$ cat config.mk
export PLATFORM = sky130hd
export DESIGN_NAME = cnn_layer_sched
export DESIGN_NICKNAME = d
export VERILOG_FILES = /design/src/rtl/cnn_sched_pkg.sv /design/src/rtl/cnn_layer_cfg_ram.sv /design/src/rtl/cnn_layer_sched.sv
export SDC_FILE = /design/constraint.sdc
export NUM_CORES = 1
export LEC_CHECK = 0
export ABC_AREA = 0
export BUFFER_PORTS_ARGS = -buffer_cell sky130_fd_sc_hd__buf_2
export CORE_MARGIN = 2
export CORE_UTILIZATION = 33
export DETAILED_ROUTE_END_ITERATION = 10
export PLACE_DENSITY = 0.55
export SYNTH_ARGS = -nofsm -noshare
export SYNTH_HDL_FRONTEND = slang
export SYNTH_SLANG_ARGS = --single-unit
$ cat constraint.sdc
create_clock -name clk -period 3.6 [get_ports clk]
set_input_delay 0.54 -clock clk [delete_from_list [all_inputs] [get_ports clk]]
set_output_delay 0.54 -clock clk [all_outputs]
set_load 0.005 [all_outputs]
$ cat src/rtl/cnn_sched_pkg.sv
// -----------------------------------------------------------------------------
// cnn_sched_pkg
// Shared definitions for the CNN layer scheduler:
//   - FSM state encoding
//   - layer descriptor word width
//   - descriptor field bit positions and widths
// No ports (package).
// -----------------------------------------------------------------------------
package cnn_sched_pkg;

    localparam int DESC_W     = 32;

    // Descriptor word layout (LSB positions and widths)
    localparam int FOLD_LSB   = 0;
    localparam int FOLD_W     = 4;
    localparam int POOLC_LSB  = 4;
    localparam int POOLC_W    = 4;
    localparam int STEP_LSB   = 8;
    localparam int STEP_W     = 3;
    localparam int LASTP_LSB  = 11;
    localparam int LASTP_W    = 4;
    localparam int POOLEN_BIT = 15;
    localparam int TILES_LSB  = 16;
    localparam int TILES_W    = 8;
    localparam int LAST_BIT   = 24;
    localparam int RSVD_LSB   = 25;

    typedef enum logic [2:0] {
        ST_IDLE  = 3'd0,
        ST_FETCH = 3'd1,
        ST_CFG   = 3'd2,
        ST_ISSUE = 3'd3,
        ST_WAIT  = 3'd4,
        ST_LEND  = 3'd5,
        ST_DONE  = 3'd6
    } sched_state_t;

endpackage

$ cat src/rtl/cnn_layer_cfg_ram.sv
// -----------------------------------------------------------------------------
// cnn_layer_cfg_ram
// NUM_LAYERS x DESC_W layer descriptor table. One synchronous write port and
// one synchronous (registered) read port; contents are not reset.
// Ports:
//   clk       - clock
//   i_we      - write strobe
//   i_waddr   - write index
//   i_wdata   - descriptor word to write
//   i_raddr   - read index
//   o_rdata   - descriptor at i_raddr, one cycle after the address
// -----------------------------------------------------------------------------
module cnn_layer_cfg_ram
    import cnn_sched_pkg::*;
#(
    parameter int NUM_LAYERS = 8,
    parameter int LAYER_AW   = 3
) (
    input  logic                clk,
    input  logic                i_we,
    input  logic [LAYER_AW-1:0] i_waddr,
    input  logic [DESC_W-1:0]   i_wdata,
    input  logic [LAYER_AW-1:0] i_raddr,
    output logic [DESC_W-1:0]   o_rdata
);

    logic [DESC_W-1:0] r_mem [NUM_LAYERS];
    logic [DESC_W-1:0] r_rdata;

    always_ff @(posedge clk) begin
        if (i_we) begin
            r_mem[i_waddr] <= i_wdata;
        end
        r_rdata <= r_mem[i_raddr];
    end

    assign o_rdata = r_rdata;

endmodule

$ cat src/rtl/cnn_layer_sched.sv
// -----------------------------------------------------------------------------
// cnn_layer_sched
// Layer-level scheduler for the systolic-array CNN accelerator. Walks a table
// of per-layer descriptors, drives the static per-layer configuration of the
// output-address controller, issues compute tiles with a start/done handshake
// and produces the per-activation pooling phase qualifier.
//
// Optional feature macro: SCHED_PERF_CNT_EN
//   defined   -> adds output perf_cycles[31:0], busy-cycle counter that clears
//                on an accepted start, holds in IDLE and saturates.
//   undefined -> port and counter absent.
//
// Ports:
//   clk, rst_n           - clock, asynchronous active-low reset
//   start                - pulse, begin a run from layer 0 (IDLE only)
//   abort                - synchronous return to IDLE, highest priority
//   cfg_we/waddr/wdata   - descriptor table write (accepted in IDLE only)
//   tile_start           - one-cycle compute-tile request
//   tile_done            - compute-tile completion pulse
//   acti_finish_flag     - activation result valid pulse
//   pooling_signal       - registered pooling phase for the next activation
//   fold_per_cols_in, pooling_cols, pool_win_per_period, pool_win_last_period
//                        - registered layer configuration
//   layer_idx            - current layer
//   busy                 - high outside IDLE
//   layer_done, net_done - end-of-layer / end-of-run pulses
//   cfg_err              - sticky: descriptor write attempted while busy
// -----------------------------------------------------------------------------
module cnn_layer_sched
    import cnn_sched_pkg::*;
#(
    parameter int ROWS       = 4,
    parameter int COLS       = 4,
    parameter int NUM_LAYERS = 8,
    parameter int LAYER_AW   = 3
) (
    input  logic                clk,
    input  logic                rst_n,
    input  logic                start,
    input  logic                abort,
    input  logic                cfg_we,
    input  logic [LAYER_AW-1:0] cfg_waddr,
    input  logic [31:0]         cfg_wdata,
    output logic                tile_start,
    input  logic                tile_done,
    input  logic                acti_finish_flag,
    output logic                pooling_signal,
    output logic [3:0]          fold_per_cols_in,
    output logic [3:0]          pooling_cols,
    output logic [2:0]          pool_win_per_period,
    output logic [3:0]          pool_win_last_period,
    output logic [LAYER_AW-1:0] layer_idx,
    output logic                busy,
    output logic                layer_done,
    output logic                net_done,
    output logic                cfg_err
`ifdef SCHED_PERF_CNT_EN
    ,
    output logic [31:0]         perf_cycles
`endif
);

    localparam logic [LAYER_AW-1:0] LAST_IDX = LAYER_AW'(NUM_LAYERS - 1);

    sched_state_t          r_state;
    sched_state_t          w_state_next;

    logic [DESC_W-1:0]     w_rdata;
    logic                  w_ram_we;
    logic                  w_start_ok;

    logic [FOLD_W-1:0]     r_fold;
    logic [POOLC_W-1:0]    r_poolc;
    logic [STEP_W-1:0]     r_win_step;
    logic [LASTP_W-1:0]    r_lastp;
    logic                  r_pool_en;
    logic                  r_last_layer;
    logic [TILES_W-1:0]    r_tile_cnt;
    logic [LAYER_AW-1:0]   r_layer_idx;
    logic                  r_cfg_err;
    logic [STEP_W-1:0]     r_wc;
    logic                  r_pool_sig;

    logic                  w_pool_active;
    logic [STEP_W-1:0]     w_step_last;
    logic [STEP_W-1:0]     w_wc_inc;

    // Reserved descriptor bits and the informational array geometry are
    // carried but not consumed by this block.
    logic [DESC_W-RSVD_LSB-1:0] w_unused_rsvd;
    logic [31:0]                w_unused_geom;
    assign w_unused_rsvd = w_rdata[DESC_W-1:RSVD_LSB];
    assign w_unused_geom = 32'(ROWS * COLS);

    assign w_start_ok = (r_state == ST_IDLE) && start && !abort;
    assign w_ram_we   = (r_state == ST_IDLE) && cfg_we;

    cnn_layer_cfg_ram #(
        .NUM_LAYERS (NUM_LAYERS),
        .LAYER_AW   (LAYER_AW)
    ) u_cfg_ram (
        .clk     (clk),
        .i_we    (w_ram_we),
        .i_waddr (cfg_waddr),
        .i_wdata (cfg_wdata),
        .i_raddr (r_layer_idx),
        .o_rdata (w_rdata)
    );

    // A window of 0 or 1 activations has no accumulate phase.
    assign w_pool_active = r_pool_en && (r_win_step > 3'd1);
    assign w_step_last   = r_win_step - 3'd1;
    assign w_wc_inc      = (r_wc == w_step_last) ? '0 : r_wc + 3'd1;

    // ---------------- FSM: state register ----------------
    always_ff @(posedge clk or negedge rst_n) begin
        if (!rst_n) begin
            r_state <= ST_IDLE;
        end else begin
            r_state <= w_state_next;
        end
    end

    // ---------------- FSM: next state ----------------
    always_comb begin
        w_state_next = r_state;
        if (abort) begin
            w_state_next = ST_IDLE;
        end else begin
            case (r_state)
                ST_IDLE:  if (start) w_state_next = ST_FETCH;
                ST_FETCH: w_state_next = ST_CFG;
                ST_CFG:   w_state_next = (w_rdata[TILES_LSB +: TILES_W] == '0) ? ST_LEND : ST_ISSUE;
                ST_ISSUE: w_state_next = ST_WAIT;
                ST_WAIT: begin
                    if (tile_done) begin
                        w_state_next = (r_tile_cnt == 8'd1) ? ST_LEND : ST_ISSUE;
                    end
                end
                ST_LEND:  w_state_next = (r_last_layer || (r_layer_idx == LAST_IDX)) ? ST_DONE : ST_FETCH;
                ST_DONE:  w_state_next = ST_IDLE;
                default:  w_state_next = ST_IDLE;
            endcase
        end
    end

    // ---------------- FSM: outputs ----------------
    always_comb begin
        tile_start = 1'b0;
        layer_done = 1'b0;
        net_done   = 1'b0;
        busy       = 1'b1;
        case (r_state)
            ST_IDLE:  busy       = 1'b0;
            ST_ISSUE: tile_start = 1'b1;
            ST_LEND:  layer_done = 1'b1;
            ST_DONE:  net_done   = 1'b1;
            default:  ;
        endcase
    end

    // ---------------- datapath ----------------
    always_ff @(posedge clk or negedge rst_n) begin
        if (!rst_n) begin
            r_fold       <= '0;
            r_poolc      <= '0;
            r_win_step   <= '0;
            r_lastp      <= '0;
            r_pool_en    <= 1'b0;
            r_last_layer <= 1'b0;
            r_tile_cnt   <= '0;
            r_layer_idx  <= '0;
            r_cfg_err    <= 1'b0;
            r_wc         <= '0;
            r_pool_sig   <= 1'b0;
        end else begin
            if (w_start_ok) begin
                r_layer_idx <= '0;
            end else if (r_state == ST_LEND && w_state_next == ST_FETCH) begin
                r_layer_idx <= r_layer_idx + 1'b1;
            end

            // Start and busy writes are mutually exclusive (IDLE vs not).
            if (w_start_ok) begin
                r_cfg_err <= 1'b0;
            end else if (cfg_we && r_state != ST_IDLE) begin
                r_cfg_err <= 1'b1;
            end

            if (r_state == ST_CFG && !abort) begin
                r_fold       <= w_rdata[FOLD_LSB  +: FOLD_W];
                r_poolc      <= w_rdata[POOLC_LSB +: POOLC_W];
                r_win_step   <= w_rdata[STEP_LSB  +: STEP_W];
                r_lastp      <= w_rdata[LASTP_LSB +: LASTP_W];
                r_pool_en    <= w_rdata[POOLEN_BIT];
                r_last_layer <= w_rdata[LAST_BIT];
                r_tile_cnt   <= w_rdata[TILES_LSB +: TILES_W];
            end else if (r_state == ST_WAIT && tile_done && !abort) begin
                r_tile_cnt <= r_tile_cnt - 8'd1;
            end

            // pooling_signal always describes the phase of the NEXT
            // activation, so it is recomputed from the post-pulse count.
            if (abort) begin
                r_pool_sig <= 1'b0;
            end else begin
                case (r_state)
                    ST_ISSUE: begin
                        r_wc       <= '0;
                        r_pool_sig <= w_pool_active;
                    end
                    ST_WAIT: begin
                        if (acti_finish_flag && w_pool_active) begin
                            r_wc       <= w_wc_inc;
                            r_pool_sig <= (w_wc_inc != w_step_last);
                        end
                    end
                    default: r_pool_sig <= 1'b0;
                endcase
            end
        end
    end

`ifdef SCHED_PERF_CNT_EN
    logic [31:0] r_perf_cycles;

    always_ff @(posedge clk or negedge rst_n) begin
        if (!rst_n) begin
            r_perf_cycles <= '0;
        end else if (w_start_ok) begin
            r_perf_cycles <= '0;
        end else if (r_state != ST_IDLE && r_perf_cycles != 32'hFFFF_FFFF) begin
            r_perf_cycles <= r_perf_cycles + 32'd1;
        end
    end

    assign perf_cycles = r_perf_cycles;
`endif

    assign pooling_signal       = r_pool_sig;
    assign fold_per_cols_in     = r_fold;
    assign pooling_cols         = r_poolc;
    assign pool_win_per_period  = r_win_step;
    assign pool_win_last_period = r_lastp;
    assign layer_idx            = r_layer_idx;
    assign cfg_err              = r_cfg_err;

endmodule

[Yosys cells after proc, flatten, opt, wreduce, memory -nomap -nowiden]
Memory sizes are Yosys's and may differ from the RTL's. A register that Yosys moved wholly into a read port is not among the register bits.
Index checks and enable logic that the tools add are counted.
Operators by class
  $add $sub $neg: 4
  multipliers: 0
  div/mod/pow operators: 0
  $lt $le $gt $ge: 1
  eq/ne operators: 13
  shift operators: 0
  muxes and demuxes: 25
  bitwise gates (word level): 1
  reduce and logical (&&, ||, !) cells: 20
Operator list (count)
  two-way mux 3 bit: 10
  one-hot mux 3 bit (6 select lines): 1
  two-way mux 8 bit: 2
  equality test 3 bit, second input constant: 4
  logical AND 1 bit: 10
  two-way mux 1 bit: 10
  equality test 8 x 1 -> 1 bit, second input constant: 1
  zero test 8 bit: 1
  nonzero test 2 bit: 4
  subtractor 8 x 1 -> 8 bit, second input constant: 1
  adder 3 x 1 -> 3 bit, second input constant: 2
  equality test 3 x 1 -> 1 bit, second input constant: 2
  equality test 3 x 2 -> 1 bit, second input constant: 2
  one-hot mux 3 bit (2 select lines): 1
  equality test 3 bit: 1
  greater-than comparator 3 x 1 -> 1 bit, second input constant: 1
  zero test 3 bit: 1
  inequality test 3 x 2 -> 1 bit, second input constant: 1
  inequality test 3 bit: 1
  AND reduction 3 bit: 1
  nonzero test 3 bit: 1
  subtractor 3 x 1 -> 3 bit, second input constant: 1
  inequality test 2 x 1 -> 1 bit, second input constant: 1
  one-hot mux 1 bit (2 select lines): 1
  3 further kinds: 3
Word-level totals
  bits in registers: 36
  latch bits: 0
  bits in writable memories: 256
  ROM bits: 0
  input port bits: 42
  word-level logic and storage cells: 77
  memories: 1
Memories
  u_cfg_ram.r_mem: words 8, width 32, read ports 1, clocked after memory_dff 1, write ports 1, RTL line cnn_layer_cfg_ram.sv:27  | logic [DESC_W-1:0] r_mem [NUM_LAYERS];

[Depth between registers and ports, before layout]
Gate-level depths: netlist (run 1).
  depth in word-level cells: 9
  gate-level depth with buffers: 6
  depth with buffers taken out: 6

[Cells and area by module]
Synthesis (run 1) repeated with hierarchy kept, for this count alone.
Second synthesis, totals
  cell total of the unflattened synthesis: 643
  area total of the unflattened synthesis: 12547.0 sq um
Modules (own cells, without submodules)
  cnn_layer_cfg_ram: times used 1, cells an instance 415, area an instance 10466.3 sq um, sequential area each 8328.0 sq um
  cnn_layer_sched: times used 1, cells an instance 228, area an instance 2080.7 sq um, sequential area each 900.9 sq um

[Least setup slack after synthesis (run 1)]
OpenSTA, ideal clock, no wires.
  path kind: register to register
  start: register r_state[0]
  end: memory u_cfg_ram.r_mem[1][0] (enable)
  setup time: 0.439 ns
  arrival time: 2.849 ns
  required time: 3.161 ns
  path slack: 0.312 ns
  stages on the path, launching flop included: 6
  path buffers: 2
  period minus slack after synthesis: 3.288 ns
  cell sequence: dfrtp_1 > buf_2 > buf_1 > nor3_2 > nand3_1 > nor3_1
Between the ends
  longest elaborated chain between the ends: 4
Ends and longest elaborated chain
  start: declaration: RTL line cnn_layer_sched.sv:65  | sched_state_t r_state;
  start signal: assignment: RTL line cnn_layer_sched.sv:120  | r_state <= w_state_next;
  zero test 3 bit: RTL line cnn_layer_sched.sv:96  | assign w_ram_we = (r_state == ST_IDLE) && cfg_we;
  logical AND 1 bit: RTL line cnn_layer_sched.sv:96
  two-way mux 1 bit: RTL line cnn_layer_cfg_ram.sv:31  | if (i_we) begin
  two-way mux 1 bit (not written as such): RTL line cnn_layer_cfg_ram.sv:32  | r_mem[i_waddr] <= i_wdata;
  end: declaration: RTL line cnn_layer_cfg_ram.sv:27
No other way between the ends.

[Worst setup path in the final report (run 1)]
  start: register r_state[2]
  end: output port net_done
Between the ends
  longest elaborated chain between the ends: 2
Ends and longest elaborated chain
  equality test 3 bit: RTL line cnn_layer_sched.sv:153  | case (r_state)
  two-way mux 1 bit: RTL line cnn_layer_sched.sv:153
  end: declaration: RTL line cnn_layer_sched.sv:55  | output logic net_done,
No other way between the ends.

==> results of run 1 <==
[synth_stat cells (3+ instances only)]
cell type  instances
edfxtp_1         200
mux4_2            50
mux2_2            40
dfrtp_1           36
nor2_1            28
dfxtp_1           25
o21ai_0           19
a21oi_1           14
buf_2             12
clkbuf_1          10
inv_1             10
nand2_1            9
nor3_1             9
ha_1               6
nand3_1            5
a31oi_1            4
nand2b_1           3
nand3b_1           3
nor2b_1            3
nor3b_1            3
nor3b_2            3
o211ai_1           3
xnor2_1            3
[power breakdown]
group	total (uW)	switching, uW	leakage (uW)	internal (uW)
clock	2930	1170	0.000453	1760
sequential	3580	147	0.00247	3440
combinational	713	371	0.00108	342
total	7230	1690	0.00400	5540
[kinds of logic (layout without fill, tap and decap cells)]
kind of cell | count (synthesis) | in the layout | synth area share
buffers and inverters | 35 | 132 | 0.0152
XOR/XNOR | 6 | 6 | 0.00680
AO/OA/AOI/OAI | 57 | 57 | 0.0364
multiplexers | 92 | 92 | 0.158
flip-flops | 261 | 261 | 0.732
AND/OR/NAND/NOR | 79 | 79 | 0.0440
other | 0 | 3 | 0
adder cells (fa/ha/maj) | 6 | 6 | 0.00742
[registers in the layout (all words and copies together) (netlist names)]
register,flops
pool_win_last_period,4
pool_win_per_period,3
r_last_layer,1
cfg_err,1
r_state,3
fold_per_cols_in,4
pooling_signal,1
r_tile_cnt,8
r_pool_en,1
layer_idx,3
u_cfg_ram.o_rdata,25
r_wc,3
u_cfg_ram.r_mem,200
pooling_cols,4
[cell usage in the layout (no fill, tap or decap), types with 3 or more instances in the layout]
| cell type | count |
|---|---|
| nor3_2 | 3 |
| nor3b_2 | 3 |
| diode_2 | 3 |
| clkinvlp_4 | 5 |
| clkbuf_16 | 29 |
| o21ai_0 | 19 |
| buf_2 | 58 |
| mux4_2 | 50 |
| clkinv_1 | 6 |
| edfxtp_1 | 200 |
| bufinv_16 | 4 |
| dfxtp_1 | 25 |
| buf_4 | 11 |
| nor2b_1 | 3 |
| inv_1 | 10 |
| nor3_1 | 7 |
| nor2_2 | 6 |
| nand3b_1 | 3 |
| a31oi_1 | 4 |
| nand3_1 | 5 |
| nor2_1 | 22 |
| o211ai_1 | 3 |
| nand2b_1 | 3 |
| dfrtp_1 | 33 |
| nor3b_1 | 3 |
| xnor2_1 | 3 |
| mux2_2 | 40 |
| nand2_1 | 9 |
| a21oi_1 | 14 |
| ha_1 | 6 |
[worst max path at each step]
stage	from	end	depth (start not counted)	slack (ns)
5_1_grt	r_state[2]	net_done	3	1.16
2_1_floorplan	r_state[0]	u_cfg_ram.r_mem[1][0]	5	0.31
3_5_place_dp	r_state[0]	u_cfg_ram.r_mem[1][0]	4	1.37
4_1_cts	layer_idx[2]	layer_idx[2]	1	1.29
6_report	r_state[2]	net_done	3	1.33
3_3_place_gp	layer_idx[0]	u_cfg_ram.o_rdata[9]	3	1.45
[worst max-delay path: stages, from the launching register on]
cell and delay [ns]:
dfrtp_1 0.68, inv_1 0.16, nor3_1 0.21, buf_2 0.15
[through the flow]
step	setup slack (ns)	hold WS, ns	util
after detailed placement	1.37	0.420	0.360
final	1.33	0.185	0.392
after floorplan	0.312	0.244	-
after CTS	1.29	0.212	0.391
after global routing	1.16	0.248	0.391
after global placement	1.45	0.428	0.360
[per-layer routing]
| metal | vias to the layer above | wire length (um) | GRT usage |
|---|---|---|---|
| li1 | 2303 | - | - |
| met1 | 2592 | 9380 | 0.178 |
| met2 | 146 | 9550 | 0.206 |
| met3 | 34 | 1150 | 0.0244 |
| met4 | 2 | 501 | 0.0423 |
| met5 | - | 16 | 0 |
[cell type report]
class | instances | share of cell area
diodes | 3 | 0.000632
clock buffers | 31 | 0.0617
clock inverters | 21 | 0.0192
inverters | 10 | 0.00316
multi-input cells | 240 | 0.217
flip-flops and latches | 261 | 0.624
well taps | 396 | 0.0417
repair buffers | 70 | 0.0331
==> results.json, run 1 <==
{
  "status": "completed",
  "ys_ff_latch": 261,
  "cts_max_path_buffers": 3,
  "p_total_uw": 7230,
  "synthTopCellsByArea": "edfxtp_1 59%, mux4_2 11%, dfrtp_1 8.9%",
  "drive_above_1_share": 0.352,
  "rsz0062_at_grt": "false",
  "cts_tree": "built",
  "synthArstFlopShare": 0.138,
  "setup_viol": 0,
  "r2r_slack_ns": 1.39,
  "synth-edff-count": 200,
  "skew_ns": 0.00825,
  "post-cts-setup-buffers": 0,
  "p_leak_uw": 0.00400,
  "drv_cap": 0,
  "dp_hpwl_um": 11600,
  "ios": 66,
  "cts_resized": 0,
  "syn_avg_cell_area_um2": 18.9,
  "hp-class": "input pin to async pin",
  "yosysWarningCount": 0,
  "yosys.area.top_type": "edfxtp_1",
  "antenna_found_initial": 4,
  "floorplan.die.height_um": 179,
  "grt_overflow_total": 0,
  "worstMarginPinSlew_ns": 0.997,
  "portBuffers": 58,
  "cp-end-kind": "output port",
  "cp_data_required_time_ns": 3.06,
  "track_usage": 0.129,
  "timing.critical_path.from_type": "flop",
  "synthCells": 536,
  "vias": 5077,
  "final_hold_viol_count": 0,
  "h-tree-depth": 1,
  "place_congestion": 0.772,
  "core_area_mm2": 0.0303,
  "syn_nets": 584,
  "post-route-cell-area_mm2": 0.0119,
  "min_period_ns": 2.27,
  "worst_r2r_path_depth": 4,
  "yosysTopAreaCellShare": 0.594,
  "synthFlopType": "edfxtp_1",
  "grt_max_degree": 37,
  "numCtsBuffers": 28,
  "hold_buffers": 0,
  "power_density_mw_per_mm2": 608,
  "cts-root-buf": "clkbuf_16",
  "tns_ns": 0,
  "ys_seq_area_frac": 0.732,
  "fmax_ghz": 0.440,
  "place_area_mm2": 0.0109,
  "rows": 64,
  "initial_utilization": 0.333,
  "rr_endpoint": "u_cfg_ram.r_mem[0][6]",
  "worstSetupPathType": "flop to output port",
  "post_drt_wl_per_cell_um": 20.0,
  "fillers": 2714,
  "firstDrtPassIters": 5,
  "cts.clk_slew.worst_paths_ns": 0.07,
  "final_max_slew_viol_count": 0,
  "dieArea_mm2": 0.0321,
  "finalCritPeriodShare": 0.632,
  "clock_latency_ns": 0.53,
  "irDropWorstVdd_mv": 0.303,
  "ant_nets": 0,
  "routed_via_density": 4.92,
  "multi_input_area_mm2": 0.00258,
  "crit_fanout": 16,
  "nets": 659,
  "die_width_um": 179,
  "drt-initial-drc-count": 318,
  "syn_to_final_growth_pct": 17.5,
  "regArea_mm2": 0.00741,
  "worst_ep_arrival_time_ns": 1.73,
  "place_inst": 977,
  "grt_pass1_wl_um": 31000,
  "drc": 0,
  "syn-cell-area_mm2": 0.0101,
  "yosysUniqueCellTypes": 52,
  "r2r_start": "r_state[0]",
  "final_cells": 1032,
  "relSlewSlack": 0.335,
  "clock_sinks": 261,
  "routed_wirelength_um": 20600,
  "grt_pass1_vias": 5240
}
(Power assumes the default switching activity.)
==> inputs of run 2 (changes only) <==
Settings changed: ABC_AREA 0 to 1, PLACE_DENSITY 0.55 to 0.56.
Clock period 3.6 ns to 2 ns, I/O delays scaled along.
==> results.json, run 2 <==
{
  "crit_fanout": 15,
  "routed_via_density": 4.79,
  "regMostFlops": "u_cfg_ram.r_mem",
  "yosysWarningCount": 0,
  "min_period_ns": 1.85,
  "layout_setup_ws_ns": 0.153,
  "post-route-cell-area_mm2": 0.0121,
  "place_congestion": 0.804,
  "dp_hpwl_um": 13700,
  "irDropWorstVdd_mv": 0.674,
  "worstSetupPathType": "flop to flop",
  "h-tree-depth": 1,
  "rsz0062_at_grt": "false",
  "tns_ns": 0,
  "timing.critical_path.from_type": "flop",
  "status": "completed",
  "post-cts-setup-buffers": 0,
  "worst_r2r_path_depth": 8,
  "cp_data_required_time_ns": 2.20,
  "synthFlopType": "edfxtp_1",
  "initial_utilization": 0.335,
  "setup_viol": 0,
  "hp-class": "input pin to flop",
  "grt_max_degree": 51,
  "die_width_um": 180,
  "clock_sinks": 261,
  "layout_commonest_cell": "edfxtp_1",
  "antenna_found_initial": 1,
  "min_from": "cfg_wdata[21]",
  "relSlewSlack": 0.641,
  "core_area_mm2": 0.0305,
  "synthArstFlopShare": 0.138,
  "ys_ff_latch": 261,
  "drv_cap": 0,
  "dieArea_mm2": 0.0324,
  "drive_above_1_share": 0.167,
  "drt-initial-drc-count": 514,
  "cts-root-buf": "clkbuf_16",
  "floorplan.die.height_um": 180,
  "synth-edff-count": 200,
  "syn_nets": 924,
  "syn_to_final_growth_pct": 18.9,
  "portBuffers": 58,
  "firstDrtPassIters": 5,
  "synthTopCellsByArea": "edfxtp_1 59%, dfrtp_1 8.8%, nor2_1 7.5%",
  "post-place-ws_ns": 0.174,
  "cts.clk_slew.worst_paths_ns": 0.06,
  "synthCells": 876,
  "routed_wirelength_um": 22600,
  "grt_pass1_vias": 6345,
  "synth.most_common_cell": "nor2_1",
  "most-common-layout-cells": "200 x edfxtp_1, 197 x nor2_1, 111 x o21ai_0",
  "vias": 6541,
  "rows": 64,
  "ant_nets": 0,
  "r2r_start": "r_state[1]",
  "yosys.area.top_type": "edfxtp_1",
  "grt_overflow_total": 0,
  "nets": 997,
  "finalCritPeriodShare": 0.923,
  "ios": 66,
  "cp-end-kind": "flop",
  "worstMarginPinSlew_ns": 0.538,
  "fmax_ghz": 0.542,
  "syn_avg_cell_area_um2": 11.7,
  "post_drt_wl_per_cell_um": 16.5,
  "drc": 0,
  "power_density_mw_per_mm2": 1070,
  "final_hold_viol_count": 0,
  "largest_register_ff_count": 200,
  "place_area_mm2": 0.0112,
  "cts_max_path_buffers": 3,
  "grt_pass1_wl_um": 35500,
  "skew_ns": 0.00600,
  "yosysTopAreaCellShare": 0.588,
  "cp-startpoint": "r_state[1]",
  "synth_commonest_cells": "205 x nor2_1, 200 x edfxtp_1, 111 x o21ai_0, 99 x nand2_1, 36 x dfrtp_1",
  "ys_seq_area_frac": 0.726,
  "clock_latency_ns": 0.51,
  "track_usage": 0.138,
  "yosysUniqueCellTypes": 34,
  "syn-cell-area_mm2": 0.0102,
  "holdPathStages": 1,
  "numCtsBuffers": 26,
  "p_leak_uw": 0.00455,
  "worst_ep_arrival_time_ns": 2.04,
  "cts_tree": "built",
  "final_max_slew_viol_count": 0
}
-- run 2: cell count changes after synthesis, sizes merged, moves of 29 or more --
cell   change
nor2     +182
o21ai     +98
nand2     +94
mux4      -50
mux2      -40
inv       +29
-- run 2: cell families after synthesis --
family / synth area share
simple gates: 0.130
flops: 0.726
compound gates: 0.101
buf+inv: 0.0335
fa+ha+maj: 0.00735
xor+xnor: 0.00172
-- run 2: routing by layer --
layer,global-route usage,share of wire,vias up
met3,0.0257,0.050,32
met1,0.194,0.48,3159
met2,0.219,0.45,136
met4,0.0364,0.019,0
met5,0,0,-
li1,-,-,3214
-- run 2: where the power goes --
group	total, uW	switching, uW	leakage, uW	internal [uW]
sequential	6470	230	0.00248	6240
combinational	1540	958	0.00164	583
clock	5020	1950	0.000431	3060
total	13000	3140	0.00455	9880
-- run 2: cell type report --
class / count / area, um^2
multi-input cells: 531 / 2520
inverters: 40 / 151
fillers: 2876 / 18400
well taps: 396 / 495
repair buffers: 89 / 663
clock buffers: 36 / 729
clock inverters: 12 / 163
flip-flops and latches: 261 / 7410
diodes: 1 / 2.50
-- run 2: path summary, 6_finish.rpt --
kind	to	slack [ns]
max	u_cfg_ram.r_mem[2][3]	0.15
min	u_cfg_ram.r_mem[7][21]	0.05
max reg2reg	u_cfg_ram.r_mem[2][3]	0.15
min reg2reg	fold_per_cols_in[1]	0.42
max in group asynchronous	pooling_cols[2]	1.12
min in group asynchronous	layer_idx[2]	0.29
-- run 2: critical path, cell delays in order, from the launching register on --
cell and delay [ns]:
dfrtp_1 0.40, inv_2 0.12, nand2_4 0.08, nor2_4 0.10, inv_2 0.06, nor2_4 0.14
nand2_2 0.13, nor3_4 0.19, buf_4 0.30
-- run 2: repair_timing --
action / in CTS / in global routing
setup endpoints to repair: 0 / 1
hold buffers: 1 / 0
endpoints found under the hold margin: 20 / 0
resized for setup: 0 / 1
-- run 2: through the flow --
stage               power, uW  hold WS (ns)   util  instances
floorplan                7530       0.00441      -        876
global placement         8080         0.312  0.368       1316
detailed placement       8130         0.315  0.368       1316
CTS                     13100        0.0364  0.398       1365
global route            13600        0.0508  0.398       1365
finish                  13000        0.0505  0.398       1366
